### src/rtl/mod_6432_pkg.sv
// Shared widths and FSM encoding for the RSA modular-reduction datapath.
package rsa_pkg;
    localparam int DW = 64;
    localparam int MW = 32;
    localparam int CW = $clog2(DW);

    localparam logic [1:0] ST_IDLE = 2'd0;
    localparam logic [1:0] ST_CALC = 2'd1;
    localparam logic [1:0] ST_DONE = 2'd2;
endpackage

### src/rtl/mod_6432_step.sv
// One restoring shift-subtract step: shift a dividend bit into the
// remainder and subtract the modulus when it fits.
module mod_step
    import rsa_pkg::*;
(
    input  logic [MW-1:0] rem,
    input  logic          bit_in,
    input  logic [MW-1:0] mreg,
    output logic [MW-1:0] next_rem
);
    logic [MW:0] t;
    logic        ge;

    // rem < mreg keeps t below 2*mreg, so the low MW bits of t - mreg
    // hold the exact difference whenever ge is set.
    always_comb begin
        t        = {rem, bit_in};
        ge       = (t >= {1'b0, mreg});
        next_rem = ge ? (t[MW-1:0] - mreg) : t[MW-1:0];
    end
endmodule

### src/rtl/mod_6432.sv
// Iterative 64-by-32 modular reducer: result = dividend mod modulus,
// one dividend bit per cycle, fixed 64-cycle latency.
module mod_6432
    import rsa_pkg::*;
(
    input  logic          clk,
    input  logic          rst_n,
    input  logic          start,
    input  logic [DW-1:0] dividend,
    input  logic [MW-1:0] modulus,
    output logic [MW-1:0] result,
    output logic          ready_n,
    output logic          busy,
    output logic          err
);
    localparam logic [CW-1:0] LAST = CW'(DW - 1);

    logic [1:0]    state;
    logic [1:0]    nstate;
    logic [DW-1:0] dreg;
    logic [MW-1:0] mreg;
    logic [MW-1:0] rem;
    logic [MW-1:0] nrem;
    logic [CW-1:0] count;

    mod_step u_step (
        .rem      (rem),
        .bit_in   (dreg[DW-1]),
        .mreg     (mreg),
        .next_rem (nrem)
    );

    always_ff @(posedge clk) begin
        if (!rst_n) state <= ST_IDLE;
        else        state <= nstate;
    end

    always_comb begin
        nstate = state;
        unique case (state)
            ST_IDLE, ST_DONE: begin
                if (start)
                    nstate = (modulus == '0) ? ST_DONE : ST_CALC;
            end
            ST_CALC: begin
                if (count == LAST) nstate = ST_DONE;
            end
            default: nstate = ST_IDLE;
        endcase
    end

    always_comb begin
        busy    = (state == ST_CALC);
        ready_n = (state != ST_DONE);
    end

    always_ff @(posedge clk) begin
        if (!rst_n) begin
            dreg   <= '0;
            mreg   <= '0;
            rem    <= '0;
            count  <= '0;
            result <= '0;
            err    <= 1'b0;
        end else if (state == ST_CALC) begin
            rem   <= nrem;
            dreg  <= dreg << 1;
            count <= count + 1'b1;
            if (count == LAST) result <= nrem;
        end else if (start) begin
            // A zero modulus is flagged without entering CALC.
            if (modulus == '0) begin
                err    <= 1'b1;
                result <= '0;
            end else begin
                dreg  <= dividend;
                mreg  <= modulus;
                rem   <= '0;
                count <= '0;
                err   <= 1'b0;
            end
        end
    end
endmodule

### config.mk
export PLATFORM = sky130hd
export DESIGN_NAME = mod_6432
export DESIGN_NICKNAME = d
export VERILOG_FILES = /design/src/rtl/mod_6432_pkg.sv /design/src/rtl/mod_6432_step.sv /design/src/rtl/mod_6432.sv
export SDC_FILE = /design/constraint.sdc
export NUM_CORES = 1
export LEC_CHECK = 0
export BUFFER_PORTS_ARGS = -buffer_cell sky130_fd_sc_hd__buf_2
export CORE_ASPECT_RATIO = 2
export CORE_MARGIN = 1
export CORE_UTILIZATION = 49
export DETAILED_ROUTE_END_ITERATION = 10
export MAX_ROUTING_LAYER = met4
export PLACE_DENSITY = 0.7
export SLEW_MARGIN = 20
export SYNTH_ARGS = -nofsm -noshare
export SYNTH_HDL_FRONTEND = slang
export SYNTH_HIERARCHICAL = 1
export SYNTH_SLANG_ARGS = --single-unit
### constraint.sdc
create_clock -name clk -period 6.9 [get_ports clk]
set_clock_uncertainty 0.1 [all_clocks]
set_input_delay 0.69 -clock clk [delete_from_list [all_inputs] [get_ports clk]]
set_output_delay 0.69 -clock clk [all_outputs]
set_load 0.01 [all_outputs]
* Word level (Yosys, flattened, before mapping)
Index checks and enable logic that the tools add are counted.
Widths: inputs -> output; s select.
** Operators by class
- Reduce and logical (&&, ||, !) cells :: 12
- Equal/unequal tests :: 7
- Multiplexer cells :: 19
- Order comparisons :: 1
- Bitwise operators :: 3
- $add $sub $neg :: 2
** Operators by type and width (number)
- $mux 32 :: 8
- $mux 64 :: 3
- $ge 33x32->1 :: 1
- $logic_not 32->1 :: 1
- $sub 32x32->32 :: 1
- $mux 6 :: 3
- $reduce_and 2->1 :: 4
- $add 6x1->6 const B :: 1
- $eq 6x6->1 const B :: 1
- $mux 2 :: 3
- $ne 2x2->1 const B :: 3
- $reduce_and 3->1 :: 2
- $pmux 2 s2 :: 1
- $reduce_bool 2->1 :: 2
- $reduce_or 2->1 :: 2
- $not 1->1 :: 3
- $eq 2x1->1 const B :: 1
- $eq 2x2->1 const B :: 1
- $logic_not 2->1 :: 1
- $ne 2x1->1 const B :: 1
- $mux 1 :: 1
** Word-level totals
- Flip-flop bits (word level) :: 169
- Logic and storage cells :: 52
- Output and inout port bits :: 35

* Logic depth before layout (Yosys ltp)
- Word-level depth :: 4
- Depth in mapped cells :: 15
- Depth with buffers taken out :: 14

* Modules after synthesis
The synthesis kept the hierarchy.
** By module, submodules not included
- mod_6432 :: area each 6551.3 µm², cells each 784, instances 1
- mod_step :: area each 2199.6 µm², cells each 345, instances 1

* Least setup slack after synthesis
OpenSTA, ideal clock, no wires.
- Kind :: flip-flop to flip-flop
- Start :: register dreg[63]
- End :: register result[28]
- Setup time :: 0.128 ns
- Arrival time :: 2.796 ns
- Stages on the path, launching flop included :: 15
- Data required time :: 6.672 ns
- Path buffers :: 0
- Path slack :: 3.877 ns
- Cell sequence :: dfxtp_1 inv_1 ha_1 inv_1 fa_1 a21o_1 a221oi_4 o2111ai_1 a31o_1 a221oi_4 o221ai_2 xor2_1 mux2_2 a2bb2oi_1 nor2_1
** On the way
- Longest elaborated chain between the ends :: 4
- Elaborated cells on any way between the ends :: 5
- Classes of those cells :: add/sub (1); order compare (1); mux (3)
** Ends and longest elaborated chain
- start, declared :: line mod_6432.sv:20 : logic [DW-1:0] dreg;
- start signal, assigned :: line mod_6432.sv:67 : dreg <= dreg << 1;
- start signal, assigned :: line mod_6432.sv:76 : dreg <= dividend;
- $sub 32x32->32 / $ge 33x32->1 (equally long branches) :: line mod_6432_step.sv:19, mod_6432_step.sv:18
- $mux 32 * :: line mod_6432_step.sv:19 : next_rem = ge ? (t[MW-1:0] - mreg) : t[MW-1:0];
- via nrem[28] :: line mod_6432.sv:23 : logic [MW-1:0] nrem;
- $mux 32 * :: line mod_6432.sv:69 : if (count == LAST) result <= nrem;
- $mux 32 * :: line mod_6432.sv:65 : end else if (state == ST_CALC) begin
- end signal, assigned :: line mod_6432.sv:69
- end, declared :: line mod_6432.sv:11 : output logic [MW-1:0] result,
The timed path passes the listed nets; every way through them passes the cells marked *. The select of a mux whose other input is x is not followed.
A chain may end at the register's enable or synchronous reset.

* Worst setup path in the final report
- Start :: register mreg[4]
- End :: register result[28]
** On the way
- Longest elaborated chain between the ends :: 4
- Elaborated cells on any way between the ends :: 5
- Classes of those cells :: add/sub (1); order compare (1); mux (3)
** Ends and longest elaborated chain
- start, declared :: line mod_6432.sv:21 : logic [MW-1:0] mreg;
- start signal, assigned :: line mod_6432.sv:77 : mreg <= modulus;
- $sub 32x32->32 / $ge 33x32->1 (equally long branches) :: line mod_6432_step.sv:19, mod_6432_step.sv:18
- $mux 32 * :: line mod_6432_step.sv:19
- via nrem[28] :: line mod_6432.sv:23
- $mux 32 * :: line mod_6432.sv:69
- $mux 32 * :: line mod_6432.sv:65
Marked as above.

==> out/qor.yml <==
crit_type: "reg -> reg"
slew_headroom_pct: 30.35
core-area_sq_mm: 0.01736
portBuffers: 133
post_synth_inst_count: 1129
track_usage_pct: 27.78
hp-class: "reg -> reg"
ir_drop_mv: 0.2913
synth_warnings: 6
clock.fmax_ghz: 0.2828
setup-violations-final: 0
slew_viol_final: 0
num_antenna_cells: 0
p_per_area_mw_per_mm2: 423.7
synthFlopType: "dfxtp_1"
multi_input_area_sq_mm: 0.004825
fillers: 1721
num-nets-final: 1335
clkTransAtPathRegs_ns: 0.06
placementRows: 68
place_area_sq_mm: 0.009405
status: "completed"
grt_overflow: 0
clockBufferDepth: 2
antenna_found_initial: 0
seqCellArea_sq_mm: 0.003383
synth_seq_area_share_pct: 38.66
synth_nets: 1262
setup_tns_ns: 0
drive_above_1_share_pct: 15.59
period_minus_slack_ns: 3.536
cap_viol_max_count: 0
place_congestion: 0.9574
stdcell_area_sq_mm: 0.01003
syn_area_per_cell_sq_um: 7.751
required_ns: 7.08
cts_tree: "built"
start_util_pct: 50.42
die-area_sq_mm: 0.01843
clock_latency_ns: 0.44
synth.distinct_cells: 53
die_h_um: 191.0
postCtsResizedCells: 0
vias: 8526
worstPathArrival_ns: 3.71
finalHoldViolCount: 0
crit_path_max_fanout: 43
grt_pass1_vias: 8219
synth-edff-count: 0
dr.pass1.iters: 5
p_leak_nw: 4.081
worstMarginPinSlew_ns: 1.045
postRouteAntennaNets: 0
finalPower_mw: 4.251
grt_pass1_wl_um: 38720
numCtsBuffers: 17
async_flop_share_pct: 0
cts.hold.buffers_added: 0
slowest_delay_ns: 0.44
post_cts_buffers: 0
die_w_um: 96.50
hpwl_um: 16360
cp_slowest_cell: "buf_4"
rsz0062_at_grt: "false"
whs_ns: 0.3547
cp-end-kind: "flop"
cp-start-kind: "flop"
synth.cell_area_sq_mm: 0.008751
drc: 0
ys_seq_elements: 169
post-route-period-util_pct: 51.24
cts.sinks: 169
grt_start_max_net_pins: 100
initialDrtViolationCount: 362
area_delta_synth_final_pct: 14.63
viasPerCell: 5.996
htreeDepth: 4
wl_per_cell_um: 16.86
fin_util_pct: 57.79
drt_wl_total_um: 23980
cts-root-buf: "clkbuf_16"
pin_count: 134
cp_cell_sequence: "inv_1 -> ha_1 -> a21o_1 -> a211oi_1 -> a21oi_1 -> o2111ai_1 -> nand2_1 -> a21oi_4 -> buf_4 -> mux2_2 -> a2bb2oi_1 -> nor2_1"
## metrics by stage
step | setup WS (ns) | cells
finish | 3.364 | 1422
global route | 3.173 | 1422
CTS | 3.375 | 1422
detailed placement | 3.399 | 1393
global placement | 3.474 | 1393
floorplan | 3.877 | 1129
## cells in the final DEF (no fill, tap or decap), drive strengths merged, types with 3 or more instances in the layout
| master | instances |
|---|---|
| clkbuf | 17 |
| nor2 | 53 |
| a41oi | 3 |
| a22oi | 63 |
| and4 | 3 |
| nand2 | 183 |
| nand2b | 7 |
| a31oi | 7 |
| bufinv | 5 |
| mux2 | 5 |
| nand4 | 11 |
| inv | 51 |
| or3 | 3 |
| a2bb2oi | 32 |
| xor2 | 13 |
| xnor2 | 13 |
| o21bai | 5 |
| o31ai | 6 |
| dfxtp | 169 |
| clkinvlp | 3 |
| o2111ai | 3 |
| ha | 33 |
| a21oi | 162 |
| nand3 | 104 |
| o211ai | 6 |
| a21o | 8 |
| nor4 | 9 |
| buf | 144 |
| a211oi | 4 |
| o21ai | 44 |
| o21a | 9 |
| nor3 | 9 |
## where the power goes
part	total, mW	internal, mW	switching, mW
clock	1.04	0.637	0.400
combinational	2.09	0.768	1.32
sequential	1.13	1.06	0.0626
total	4.25	2.47	1.78
## state kept, by name, indices dropped and copies added, names as in the netlist
| signal | cells |
|---|---|
| count | 6 |
| rem | 32 |
| err | 1 |
| dreg | 64 |
| state | 2 |
| result | 32 |
| mreg | 32 |
## per-layer routing
metal / GRT usage (%) / part of all wire, %
met4: 15.44 / 4.6
met2: 47.70 / 53
met1: 28.84 / 38
met3: 5.489 / 4.9
met5: - / 0
## final timing paths
path,from,to,slack [ns],cells past startpoint
setup / recovery,mreg[4]$_SDFFE_PN0P_,result[28]$_SDFFE_PN0P_,3.36,12
hold / removal,mreg[6]$_SDFFE_PN0P_,mreg[6]$_SDFFE_PN0P_,0.35,2
setup reg to reg,mreg[4]$_SDFFE_PN0P_,result[28]$_SDFFE_PN0P_,3.36,12
hold reg to reg,mreg[6]$_SDFFE_PN0P_,mreg[6]$_SDFFE_PN0P_,0.35,2
## cells in the mapped netlist, types with 6 or more instances
library cell,n,share of area (%)
a21o_1,8,0.69
a21oi_1,161,9.2
a22oi_1,63,5.4
a2bb2oi_1,32,3.2
a31oi_1,7,0.50
buf_2,20,1.1
buf_4,12,1.0
clkbuf_1,58,2.5
dfxtp_1,169,39
ha_1,33,4.7
inv_1,49,2.1
nand2_1,183,7.8
nand2b_1,7,0.50
nand3_1,104,5.9
nand4_1,11,0.79
nor2_1,53,2.3
nor3_1,8,0.46
nor4_1,9,0.64
o211ai_1,6,0.51
o21a_1,9,0.77
o21ai_0,34,1.9
o21ai_1,10,0.57
o31ai_1,6,0.51
xnor2_1,13,1.3
xor2_1,13,1.3
## cells by family (layout without fill, tap and decap cells)
| family | count (synthesis) | in the layout | share of synthesized area (%) |
|---|---|---|---|
| and+or+nand+nor | 391 | 391 | 19.80 |
| AOI/OAI and AO/OA | 364 | 364 | 26.47 |
| DFF | 169 | 169 | 38.66 |
| buffers and inverters | 139 | 222 | 6.763 |
| adders and majority gates | 34 | 34 | 4.947 |
| xor gates and xnor gates | 26 | 26 | 2.602 |
| muxes | 6 | 6 | 0.7578 |
## critical path, delay by kind of cell (launching register included)
family / cells / cell delay [ns]
compound gates: 6 / 1.49
fa+ha+maj: 1 / 0.34
buf+inv: 2 / 0.49
flops: 1 / 0.33
mux: 1 / 0.40
simple gates: 2 / 0.22
## area by class of cell
| type | instances | share of cell area [%] |
|---|---|---|
| multi-input cells | 821 | 48.10 |
| flip-flops and latches | 169 | 33.73 |
| repair buffers | 144 | 7.459 |
| clock buffers | 17 | 4.241 |
| well taps | 210 | 2.619 |
| clock inverters | 12 | 1.996 |
| inverters | 49 | 1.859 |
(Power assumes the default switching activity.)
